<file path="src/rtl/tc_mul_rsp_collect.sv">
// Purpose: pairs tensor-core multiply results with in-order issue sideband tags and queues them for writeback.
// Latency: one cycle from an accepted multiply response to wb_valid_o when the output queue is empty.
// Backpressure: 2-entry output queue drives mul_ready_o (no wb_ready bypass); iss_allow_o gates issue when the tag FIFO is full.
module tc_mul_rsp_collect #(
    parameter int SHAPE_K       = 8,
    parameter int ELEMENT_WIDTH = 9,
    parameter int CTRL_C_WIDTH  = 16,
    parameter int DEPTH_WARP    = 4,
    parameter int TAG_DEPTH     = 8
) (
    input  logic                              clk,
    input  logic                              rst,
    input  logic                              iss_valid_i,
    input  logic                              iss_ready_i,
    input  logic [CTRL_C_WIDTH-1:0]           iss_ctrl_c_i,
    input  logic [2:0]                        iss_rm_i,
    input  logic [7:0]                        iss_reg_idxw_i,
    input  logic [DEPTH_WARP-1:0]             iss_warpid_i,
    output logic                              iss_allow_o,
    input  logic                              mul_valid_i,
    output logic                              mul_ready_o,
    input  logic [SHAPE_K*ELEMENT_WIDTH-1:0]  mul_result_i,
    input  logic [4:0]                        mul_fflags_i,
    output logic                              wb_valid_o,
    input  logic                              wb_ready_i,
    output logic [SHAPE_K*ELEMENT_WIDTH-1:0]  wb_result_o,
    output logic [4:0]                        wb_fflags_o,
    output logic [CTRL_C_WIDTH-1:0]           wb_ctrl_c_o,
    output logic [2:0]                        wb_rm_o,
    output logic [7:0]                        wb_reg_idxw_o,
    output logic [DEPTH_WARP-1:0]             wb_warpid_o,
    output logic [$clog2(TAG_DEPTH):0]        inflight_o,
    output logic [4:0]                        fflags_acc_o,
    input  logic                              clr_i,
    output logic                              err_o
);

    localparam int PW = $clog2(TAG_DEPTH);
    localparam int CW = PW + 1;
    localparam int RW = SHAPE_K * ELEMENT_WIDTH;

    typedef struct packed {
        logic [CTRL_C_WIDTH-1:0] ctrl_c;
        logic [2:0]              rm;
        logic [7:0]              reg_idxw;
        logic [DEPTH_WARP-1:0]   warpid;
    } tag_t;

    typedef struct packed {
        logic [RW-1:0] result;
        logic [4:0]    fflags;
        tag_t          tag;
    } rsp_t;

    tag_t            tag_mem [TAG_DEPTH];
    logic [PW-1:0]   tag_wr_ptr;
    logic [PW-1:0]   tag_rd_ptr;
    logic [CW-1:0]   tag_cnt;

    rsp_t            oq_mem [2];
    logic            oq_wr_ptr;
    logic            oq_rd_ptr;
    logic [1:0]      oq_cnt;

    logic            tag_push;
    logic            tag_full;
    logic            tag_empty;
    logic            tag_wr_en;
    logic            tag_rd_en;
    logic            mul_fire;
    logic            wb_fire;
    logic            proto_err;
    tag_t            new_tag;
    tag_t            head_tag;
    rsp_t            new_rsp;
    rsp_t            oq_head;

    assign tag_push  = iss_valid_i & iss_ready_i;
    assign tag_full  = (tag_cnt == CW'(TAG_DEPTH));
    assign tag_empty = (tag_cnt == '0);
    assign tag_wr_en = tag_push & ~tag_full;
    assign mul_fire  = mul_valid_i & mul_ready_o;
    // Underflow is judged on the pre-push count, so a same-cycle push never feeds the pop.
    assign tag_rd_en = mul_fire & ~tag_empty;
    assign wb_fire   = wb_valid_o & wb_ready_i;
    assign proto_err = (tag_push & tag_full) | (mul_fire & tag_empty);

    assign new_tag   = '{ctrl_c: iss_ctrl_c_i, rm: iss_rm_i, reg_idxw: iss_reg_idxw_i, warpid: iss_warpid_i};
    assign head_tag  = tag_empty ? '0 : tag_mem[tag_rd_ptr];
    assign new_rsp   = '{result: mul_result_i, fflags: mul_fflags_i, tag: head_tag};
    assign oq_head   = oq_mem[oq_rd_ptr];

    assign iss_allow_o   = ~tag_full;
    assign mul_ready_o   = (oq_cnt < 2'd2);
    assign wb_valid_o    = (oq_cnt != 2'd0);
    assign wb_result_o   = oq_head.result;
    assign wb_fflags_o   = oq_head.fflags;
    assign wb_ctrl_c_o   = oq_head.tag.ctrl_c;
    assign wb_rm_o       = oq_head.tag.rm;
    assign wb_reg_idxw_o = oq_head.tag.reg_idxw;
    assign wb_warpid_o   = oq_head.tag.warpid;
    assign inflight_o    = tag_cnt;

    // Tag storage: data-only, validity is tracked by the pointers and count.
    always_ff @(posedge clk) begin
        if (tag_wr_en) begin
            tag_mem[tag_wr_ptr] <= new_tag;
        end
    end

    // Tag FIFO pointers and occupancy; an overflowing push is simply dropped.
    always_ff @(posedge clk or posedge rst) begin
        if (rst) begin
            tag_wr_ptr <= '0;
            tag_rd_ptr <= '0;
            tag_cnt    <= '0;
        end else begin
            if (tag_wr_en) tag_wr_ptr <= tag_wr_ptr + PW'(1);
            if (tag_rd_en) tag_rd_ptr <= tag_rd_ptr + PW'(1);
            case ({tag_wr_en, tag_rd_en})
                2'b10:   tag_cnt <= tag_cnt + CW'(1);
                2'b01:   tag_cnt <= tag_cnt - CW'(1);
                default: tag_cnt <= tag_cnt;
            endcase
        end
    end

    // Output queue: entries are reset so the wb_* data reads zero out of reset.
    always_ff @(posedge clk or posedge rst) begin
        if (rst) begin
            oq_mem[0] <= '0;
            oq_mem[1] <= '0;
            oq_wr_ptr <= 1'b0;
            oq_rd_ptr <= 1'b0;
            oq_cnt    <= 2'd0;
        end else begin
            if (mul_fire) begin
                oq_mem[oq_wr_ptr] <= new_rsp;
                oq_wr_ptr         <= ~oq_wr_ptr;
            end
            if (wb_fire) oq_rd_ptr <= ~oq_rd_ptr;
            case ({mul_fire, wb_fire})
                2'b10:   oq_cnt <= oq_cnt + 2'd1;
                2'b01:   oq_cnt <= oq_cnt - 2'd1;
                default: oq_cnt <= oq_cnt;
            endcase
        end
    end

    // Sticky fflags accumulator and protocol error; clear takes priority.
    always_ff @(posedge clk or posedge rst) begin
        if (rst) begin
            fflags_acc_o <= '0;
            err_o        <= 1'b0;
        end else if (clr_i) begin
            fflags_acc_o <= '0;
            err_o        <= 1'b0;
        end else begin
            if (wb_fire)   fflags_acc_o <= fflags_acc_o | wb_fflags_o;
            if (proto_err) err_o        <= 1'b1;
        end
    end

endmodule

</file>
<file path="config.mk">
export PLATFORM = sky130hd
export DESIGN_NAME = tc_mul_rsp_collect
export DESIGN_NICKNAME = d
export VERILOG_FILES = /design/src/rtl/tc_mul_rsp_collect.sv
export SDC_FILE = /design/constraint.sdc
export NUM_CORES = 1
export LEC_CHECK = 0
export ABC_AREA = 1
export BUFFER_PORTS_ARGS = -buffer_cell sky130_fd_sc_hd__buf_4
export CORE_MARGIN = 8
export CORE_UTILIZATION = 35
export CTS_CLUSTER_DIAMETER = 40
export DETAILED_ROUTE_END_ITERATION = 7
export HOLD_SLACK_MARGIN = 0.12
export PLACE_DENSITY = 0.49
export SKIP_LAST_GASP = 1
export SYNTH_ARGS = -nofsm -noshare
export SYNTH_HDL_FRONTEND = slang
export SYNTH_SLANG_ARGS = --single-unit
</file>
<file path="constraint.sdc">
create_clock -name clk -period 8 [get_ports clk]
set_input_delay 0.8 -clock clk [delete_from_list [all_inputs] [get_ports clk]]
set_output_delay 0.8 -clock clk [all_outputs]
set_load 0.03 [all_outputs]
</file>
==> results of run 1 <==
## how the worst max path moves through the flow
stage,startpoint,endpoint,slack (ns),depth (start not counted)
2_1_floorplan,rst,err_o$_DFFE_PP0P_,0.73,1
3_3_place_gp,mul_valid_i,oq_mem[194]$_DFFE_PP0P_,4.53,7
3_5_place_dp,mul_valid_i,oq_mem[188]$_DFFE_PP0P_,4.50,7
4_1_cts,oq_rd_ptr$_DFFE_PP0P_,wb_fflags_o[2],3.98,5
5_1_grt,oq_rd_ptr$_DFFE_PP0P_,wb_fflags_o[2],3.87,5
6_report,oq_rd_ptr$_DFFE_PP0P_,wb_fflags_o[2],4.12,5
## where the power goes
| part | total (mW) | internal, mW | leakage [nW] | switching [mW] |
|---|---|---|---|---|
| logic | 4.06 | 1.28 | 6.09 | 2.79 |
| registers | 3.77 | 3.27 | 5.20 | 0.499 |
| clock network | 3.41 | 2.28 | 1.32 | 1.13 |
## synthesized netlist by cell type, types with 7 or more instances
cell and instances:
inv_1 280, dfrtp_1 236, clkbuf_1 34, nand3_1 159
buf_2 59, o21ai_0 46, nand4_1 62, a21oi_1 7
nor2_1 17, buf_6 8, edfxtp_1 248, buf_1 17
o21ai_1 114, nand2_1 941
## cells by family after synthesis
family	share of synthesized area, %
buffers and inverters	8.021
flip-flops	64.03
adder cells (fa/ha/maj)	0.3600
AND/OR/NAND/NOR	23.14
AO/OA/AOI/OAI	4.074
XOR/XNOR	0.3780
## metal layers
layer	GRT usage, %	share of wire (%)	up-vias
met5	0	0.094	-
met4	5.546	2.3	8
met3	4.109	6.7	104
met2	26.64	44	408
met1	23.19	46	7316
li1	-	-	7636
## layout by cell type, fill, tap and decap left out, drive strengths merged
| cell type | count |
|---|---|
| bufinv | 12 |
| nand3 | 159 |
| o21bai | 1 |
| nand4 | 62 |
| xor2 | 6 |
| ha | 6 |
| xnor2 | 3 |
| nor2 | 19 |
| dfrtp | 236 |
| o21ai | 160 |
| clkbuf | 102 |
| or2 | 2 |
| inv | 291 |
| buf | 255 |
| edfxtp | 248 |
| o22ai | 1 |
| clkinv | 20 |
| a21oi | 7 |
| nand2 | 942 |
## through the flow
step | hold slack [ns] | util, % | instances | power, mW
2_1_floorplan | 0.4494 | - | 2259 | 6.428
5_1_grt | 0.4182 | 43.88 | 3305 | 11.97
3_3_place_gp | 0.4632 | 39.37 | 3166 | 7.876
3_5_place_dp | 0.4660 | 39.37 | 3166 | 7.940
4_1_cts | 0.3763 | 43.88 | 3305 | 11.41
6_report | 0.3758 | 43.88 | 3305 | 11.24
## worst max-delay path, stage by stage, from the launching register on
cell and delay [ns]:
dfrtp_4 0.81, inv_4 0.52, buf_4 0.71, nand2_1 0.11, nand2_1 0.15, buf_4 0.18
## cell type report
| class | instances | area (um2) | area share [%] |
|---|---|---|---|
| repair buffers | 255 | 1914 | 7.392 |
| multi-input cells | 1368 | 5892 | 22.75 |
| well taps | 773 | 967.2 | 3.735 |
| inverters | 286 | 1096 | 4.232 |
| clock inverters | 37 | 509.2 | 1.966 |
| flip-flops and latches | 484 | 13360 | 51.60 |
| clock buffers | 102 | 2155 | 8.320 |
## registers in the layout, summed over array words and instances (netlist names)
name	cells
err_o	1
fflags_acc_o	5
inflight_o	4
oq_cnt	2
oq_mem	216
oq_rd_ptr	1
oq_wr_ptr	1
tag_mem	248
tag_rd_ptr	3
tag_wr_ptr	3
==> reports/metrics.cfg, run 1 <==
[outcome]
status = finished, final reports clean

[synthesis]
syn_area_um2 = 20860
yosysWarningCount = 0
synth_top_area_cell = edfxtp_1
synthCells = 2259
synth_async_sr_flop_share_pct = 48.76
synth_nets = 2380
synth_edf_count = 248
yosysSeqAreaShare_pct = 64.03
synth_area_leaders = edfxtp_1 (36%), dfrtp_1 (28%), nand2_1 (17%)
yosysTopAreaCellShare_pct = 35.71
synth_area_per_cell_um2 = 9.232
synth_cell_type_count = 24
synth_seq_cells = 484
synth_top_flop_cell = edfxtp_1

[clock_tree]
clk_latency_ns = 0.59
post_cts_resized = 0
cts-root-buf = clkbuf_16
path_clk_slew_ns = 0.05
cts_tree = built
cts.path.max_buffers = 3
cts_inserted_buffers = 77
cts.sinks = 484
htree_num_levels = 3
postCtsSetupBuffers = 0
hold_buffers = 0

[route]
wl_mm = 58.20
vias = 15470
remaining_drc_errors = 0
drtAntennaViolNets = 0
avgRoutedWirePerCell_um = 17.61
drtIter0Drc = 1060
viasPerCell = 4.681
dr.pass1.iters = 5

[sta]
maxSlewHeadroom_pct = 19.41
fin_crit_ns = 3.876
fmax_mhz = 258.0
finalSetupTns_ns = 0
tightest_slew_ns = 1.209
slew_viol_final = 0
setup_ws_ns = 4.124
hold_viol = 0
period_share_pct = 48.45
finalSetupViolations = 0
rsz0062_at_grt = false
fin_skew_ns = 0.02131

[worst_setup_path]
ff2ff_path_depth = 7
rr_startpoint = oq_cnt[1]$_DFFE_PP0P_
path_max_fanout = 75
cp.arrival_ns = 3.08
cp-start-kind = flop
required_ns = 7.20
worst-setup-path-type = flop to primary output
cp-end-kind = primary output
r2r_slack_ns = 4.97
timing.rr.end = oq_mem[188]$_DFFE_PP0P_

[grt]
grtUsageTotal_pct = 17.05
grt_max_degree = 114
grt_antenna_before_repair = 4
grt_pass1_vias = 15240
grt-ovfl-total = 0
grt_pass1_wl_mm = 90.56

[die]
rows = 89
die-area_um2 = 67650
start_util_pct = 35.34
fp.dieH_um = 260.1
die_w_um = 260.1
core-area_um2 = 59020
io_pins = 236

[pwr]
p_leak_nw = 12.61
peakVddDrop_v = 0.0002377
power_density_nw_per_um2 = 434.2

[place]
dpl.hpwl_mm = 33.83
placed_cell_area_um2 = 23230
pre_cts_ws_ns = 4.501
port_buffers = 235
place_congestion = 0.7569

[layout]
final_area_um2 = 25900
area_growth_pct = 24.18
n_antenna_cell = 0
fillerInstances = 5723
finalNetCount = 2593
drive_gt1_share_pct = 15.84

[flow_run]
drv_cap = 0

[min_path]
hp-class = primary input to async pin

(Power assumes the default switching activity.)
==> run 2: changes to the inputs <==
Settings changed: ABC_AREA 1 to 0, PLACE_DENSITY 0.49 to 0.5.
Clock period 8 ns to 3.9 ns, I/O delays scaled along.
==> run 2 against run 1 <==
Clock power is 120% higher; combinational power is 120% higher; global-route usage is 1.2 points lower; total power is 110% higher; sequential share of layout area is 0.96 points lower; critical endpoint is now wb_ctrl_c_o[9]; largest power group unchanged.
==> reports/metrics.cfg, run 2 <==
[route]
drtIter0Drc = 750
remaining_drc_errors = 0
drtAntennaViolNets = 0
avgRoutedWirePerCell_um = 19.68
dr.pass1.iters = 5
viasPerCell = 4.723
vias = 12310
wl_mm = 51.30

[worst_setup_path]
path_cells = buf_4 -> mux2_2 -> buf_4
path_max_fanout = 39
cp_common_cell = buf_4
cp-start-kind = flop
crit_slowest_cell = dfrtp_4
cp-end-kind = primary output
cp.arrival_ns = 2.52
slowest_delay_ns = 0.82
required_ns = 3.51
worst-setup-path-type = flop to primary output

[sta]
finalSetupViolations = 0
fin_crit_ns = 2.913
maxSlewHeadroom_pct = 23.22
tightest_slew_ns = 1.149
fin_skew_ns = 0.02428
slew_viol_final = 0
finalSetupTns_ns = 0
hold_viol = 0
fmax_mhz = 343.3
rsz0062_at_grt = false
period_share_pct = 74.68
setup_ws_ns = 0.9874

[clock_tree]
postCtsSetupBuffers = 0
clk_latency_ns = 0.61
cts.sinks = 484
cts-root-buf = clkbuf_16
htree_num_levels = 3
cts_tree = built
cts.path.max_buffers = 3
path_clk_slew_ns = 0.05
cts_inserted_buffers = 83

[grt]
gr-usage-met2_pct = 25.14
grt_max_degree = 94
grt_antenna_before_repair = 3
grtUsageTotal_pct = 15.89
grt-ovfl-total = 0
grt_pass1_wl_mm = 79.00
grt_pass1_vias = 13030
top_usage_layer = met2
met1_usage_pct = 21.65
met3_usage_pct = 3.930

[die]
die_w_um = 252.8
fp.dieH_um = 252.8
rows = 87
core-area_um2 = 55950
start_util_pct = 35.09
io_pins = 236
die-area_um2 = 63930

[layout]
n_antenna_cell = 0
multi_input_area_um2 = 5979
finalNetCount = 1901
final_common_cell = nand2_1
regMostFlops = tag_mem
fillerInstances = 5080
largestRegisters = tag_mem (248), oq_mem (216), fflags_acc_o (5)
largest_reg_flops = 248
regArea_um2 = 13360
area_growth_pct = 34.37
layout_common_cells = nand2_1 (302), buf_4 (258), edfxtp_1 (248)
final_core_util_pct = 47.15
drive_gt1_share_pct = 33.39

[flow_run]
drv_cap = 0

[pwr]
p_sw_share_pct = 35.98
seq_power_share_pct = 31.8
p_clk_share_pct = 31.1
p_int_mw = 15.30
peakVddDrop_v = 0.0004891
p_leak_nw = 11.22
comb_power_share_pct = 37.0
p_sw_mw = 8.600
power_density_nw_per_um2 = 906.0

[synthesis]
netlist_top_cells_count = nand2_1 (302), edfxtp_1 (248), dfrtp_1 (236)
synth_area_per_cell_um2 = 13.98
yosysMostFrequentCell = nand2_1
synth_top_area_cell = edfxtp_1
syn_area_um2 = 19630
yosysSeqAreaShare_pct = 68.01
synthCells = 1404
synth_seq_cells = 484
synth_edf_count = 248
yosysWarningCount = 0
synth_area_leaders = edfxtp_1 (38%), dfrtp_1 (30%), mux2_2 (11%)
synth_nets = 1525
synth_async_sr_flop_share_pct = 48.76
synth_cell_type_count = 36
yosysTopAreaCellShare_pct = 37.93
synth_top_flop_cell = edfxtp_1

[outcome]
status = finished, final reports clean

[place]
pre_cts_ws_ns = 1.157
port_buffers = 235
dpl.hpwl_mm = 31.62
place_congestion = 0.7383

[min_path]
hp-class = primary input to flop

## run 2: cells by family (layout without fill, tap and decap cells)
logic type / count (synthesis) / count (layout) / synth area share, %
compound gates: 132 / 132 / 4.193
xor+xnor: 13 / 13 / 0.5799
fa+ha+maj: 6 / 6 / 0.3824
buf+inv: 86 / 533 / 1.975
flops: 484 / 484 / 68.01
mux: 312 / 312 / 17.12
simple gates: 371 / 371 / 7.736
## run 2: worst max-delay path: cells and delay by family (launching register included)
kind,cells,cell delay [ns]
buffers and inverters,2,0.65
DFF,1,0.82
muxes,1,0.41
## run 2: power by group through the flow
| stage | Combinational, mW | Sequential (mW) | Clock [mW] |
|---|---|---|---|
| global route | 9.55 | 7.79 | 7.85 |
| global placement | 8.84 | 7.63 | 0 |
| floorplan | 6.03 | 7.41 | 0 |
| CTS | 9.05 | 7.61 | 7.64 |
| detailed placement | 8.91 | 7.69 | 0 |
| finish | 8.85 | 7.61 | 7.44 |
## run 2: worst paths after layout
kind                       cells after the start                   endpoint                       from  slack, ns
max reg2reg                                   10  inflight_o[2]$_DFFE_PP0P_  inflight_o[1]$_DFFE_PP0P_       1.13
min reg2reg                                    2    oq_mem[171]$_DFFE_PP0P_    oq_mem[171]$_DFFE_PP0P_       0.47
min                                            4      oq_wr_ptr$_DFFE_PP0P_                mul_valid_i       0.19
max                                            3             wb_ctrl_c_o[9]      oq_rd_ptr$_DFFE_PP0P_       0.99
min in group asynchronous                      3    oq_mem[189]$_DFFE_PP0P_                        rst       0.41
max in group asynchronous                      4    oq_mem[146]$_DFFE_PP0P_                        rst       2.59
## run 2: layer usage
metal	part of all wire, %	wire [um]
met5	0.055	28
met2	46	23740
met3	5.6	2857
met1	46	23630
met4	2.0	1041
## run 2: cell type report
cell class                 instances  share of cell area, %
sequential                       484                  50.64
clock buffer                     109                  8.992
inverter                           3                0.05691
clock inverter                    47                  2.091
tap                              756                  3.585
multi-input combinational        834                  22.66
timing repair buffer             374                  11.97
## run 2: metrics by stage
step                      instance area [um2]  std cells  hold slack (ns)  total power, mW
final                                   26380       2607           0.1874            23.90
after global routing                    26380       2607           0.1761            25.19
after CTS                               26380       2607           0.1564            24.29
after detailed placement                22360       2341           0.4582            16.60
after global placement                  22360       2341           0.4524            16.47
after floorplan                         19640       1404           0.4417            13.45
## run 2: timing repair
action,in CTS,in global routing
hold endpoints to repair,425,0
gates resized for setup,0,0
hold buffers,110,0
==> run 3: changes to the inputs <==
Settings changed: PLACE_DENSITY 0.5 to 0.51.
Clock period 3.9 ns to 2.4 ns, I/O delays scaled along.
==> run 3 against run 2 <==
Via count grew 1.0%; setup slack lost 0.98 ns; first-iteration DRC count shrank 21%; final area grew 1.2%; non-clock buffer count grew 24; clock-buffer cell count shrank 6; utilization grew 0.58 points; critical path depth grew 1; critical path type is now flop to flop; highest routed layer unchanged.
==> reports/metrics.cfg, run 3 (same netlist as run 2, synthesis figures left out) <==
[worst_setup_path]
worst-setup-path-type = flop to flop
crit_slowest_cell = nor2_4
cp.arrival_ns = 2.60
path_max_fanout = 31
cp-end-kind = flop
slowest_delay_ns = 0.93
cp-start-kind = flop
r2r_slack_ns = 0.005
required_ns = 2.61
critical_path_buf_inv_count = 0
timing.rr.end = tag_mem[3][8]$_DFFE_PP_
rr_startpoint = inflight_o[3]$_DFFE_PP0P_
crit_family = simple AND/OR/NAND/NOR gates
path_cells = or4b_4 -> nor2b_4 -> nand2_1 -> nor2_4
ff2ff_path_depth = 4

[min_path]
hold_end = tag_wr_ptr[0]$_DFFE_PP0P_
min-delay-start = iss_ready_i
hp-class = primary input to flop
whs_path_depth = 4

[clock_tree]
clk_latency_ns = 0.60
cts_inserted_buffers = 81
path_clk_slew_ns = 0.05
cts_tree = built
htree_num_levels = 3
cts.sinks = 484
cts-root-buf = clkbuf_16
cts.path.max_buffers = 3

[place]
dpl.hpwl_mm = 31.08
pre_cts_ws_ns = -0.04381
place_congestion = 0.7408
port_buffers = 235

[route]
wl_mm = 50.95
viasPerCell = 4.730
drtIter0Drc = 593
avgRoutedWirePerCell_um = 19.37
vias = 12440
remaining_drc_errors = 0
dr.pass1.iters = 4
drtAntennaViolNets = 0

[layout]
layout_common_cells = nand2_1 (302), buf_4 (268), edfxtp_1 (248)
largest_reg_flops = 248
finalNetCount = 1924
final_common_cell = nand2_1
regMostFlops = tag_mem
area_growth_pct = 36.04
largestRegisters = tag_mem (248), oq_mem (216), fflags_acc_o (5)
drive_gt1_share_pct = 33.92

[grt]
grtUsageTotal_pct = 15.72
met1_usage_pct = 20.61
grt_max_degree = 89
gr-usage-met2_pct = 25.81
grt_pass1_wl_mm = 78.61
top_usage_layer = met2
grt-ovfl-total = 0
grt_pass1_vias = 13310
met3_usage_pct = 3.622
grt_antenna_before_repair = 3

[sta]
fmax_mhz = 417.5
whs_ns = 0.2068
tightest_slew_ns = 1.198
hold_viol = 0
rsz0062_at_grt = true
maxSlewHeadroom_pct = 19.94
fin_crit_ns = 2.395
setup_ws_ns = 0.004854
fin_skew_ns = 0.01560
finalSetupViolations = 0
period_share_pct = 99.80
slew_viol_final = 0

[die]
die-area_um2 = 63930
rows = 87
io_pins = 236
die_w_um = 252.8
core-area_um2 = 55950
start_util_pct = 35.09
fp.dieH_um = 252.8

[pwr]
p_leak_nw = 11.37
peakVddDrop_v = 0.0006014
power_density_nw_per_um2 = 1468

[outcome]
status = finished, final reports clean

[flow_run]
drv_cap = 0

## run 3: changes by cell type in the layout (fill, tap and decap cells not counted), sizes merged
cell and delta:
clkinvlp -5, bufinv +1, clkbuf -6, buf +23, nor2 +1, diode +2
dlygate4sd3 +1, clkinv +5, inv +1
## run 3: power breakdown
group | internal [mW] | total [mW] | leakage, nW | switching [mW]
combinational | 6.29 | 15.1 | 4.84 | 8.81
sequential | 11.0 | 12.2 | 5.13 | 1.19
clock | 7.72 | 11.9 | 1.40 | 4.16
## run 3: per-stage QoR
stage | area, um2 | TNS (ns) | total power, mW | std cells | util [%]
after floorplan | 19710 | -229.02 | 21.90 | 1404 | -
final | 26710 | 0 | 39.22 | 2630 | 47.74
after global routing | 26710 | -7.084 | 41.37 | 2629 | 47.73
after CTS | 26650 | -0.8368 | 39.75 | 2624 | 47.63
after global placement | 22660 | 0 | 27.17 | 2360 | 40.50
after detailed placement | 22660 | -2.043 | 27.43 | 2360 | 40.50
## run 3: metal layers
layer	up-vias	part of all wire, %
li1	5889	-
met1	6207	45
met2	284	48
met3	58	5.3
met4	2	1.6
met5	-	0.024
## run 3: final cells by class
class | instances | area (um2)
antenna | 2 | 5.005
clock buffer | 103 | 2252
clock inverter | 49 | 611.8
fill | 4939 | 29240
inverter | 3 | 15.01
multi-input combinational | 835 | 6021
sequential | 484 | 13360
tap | 756 | 945.9
timing repair buffer | 398 | 3498
## run 3: worst reg2reg max path, cell delays in order, from the launching register on
cell and delay, ns:
dfrtp_1 0.40, or4b_4 0.22, nor2b_4 0.23, nand2_1 0.20
nor2_4 0.93
## run 3: worst max-delay path by stage
stage               slack, ns                 endpoint  cells past startpoint                 startpoint
detailed placement      -0.04  tag_mem[3][7]$_DFFE_PP_                      4  inflight_o[3]$_DFFE_PP0P_
finish                  0.005  tag_mem[3][8]$_DFFE_PP_                      4  inflight_o[3]$_DFFE_PP0P_
global route            -0.16  tag_mem[3][1]$_DFFE_PP_                      4  inflight_o[3]$_DFFE_PP0P_
CTS                     -0.03  tag_mem[3][1]$_DFFE_PP_                      4  inflight_o[3]$_DFFE_PP0P_
floorplan               -0.93        err_o$_DFFE_PP0P_                      1                        rst
global placement        0.005  tag_mem[7][7]$_DFFE_PP_                      4  inflight_o[3]$_DFFE_PP0P_
## run 3: what timing repair did
action                                  CTS  global route
pin swaps                                 2             1
setup buffers                             1             3
endpoints found under the setup margin  151            97
hold buffers                            111             0
hold endpoints to repair                532             0
gates resized for setup                   0             5
gates cloned                              0             1
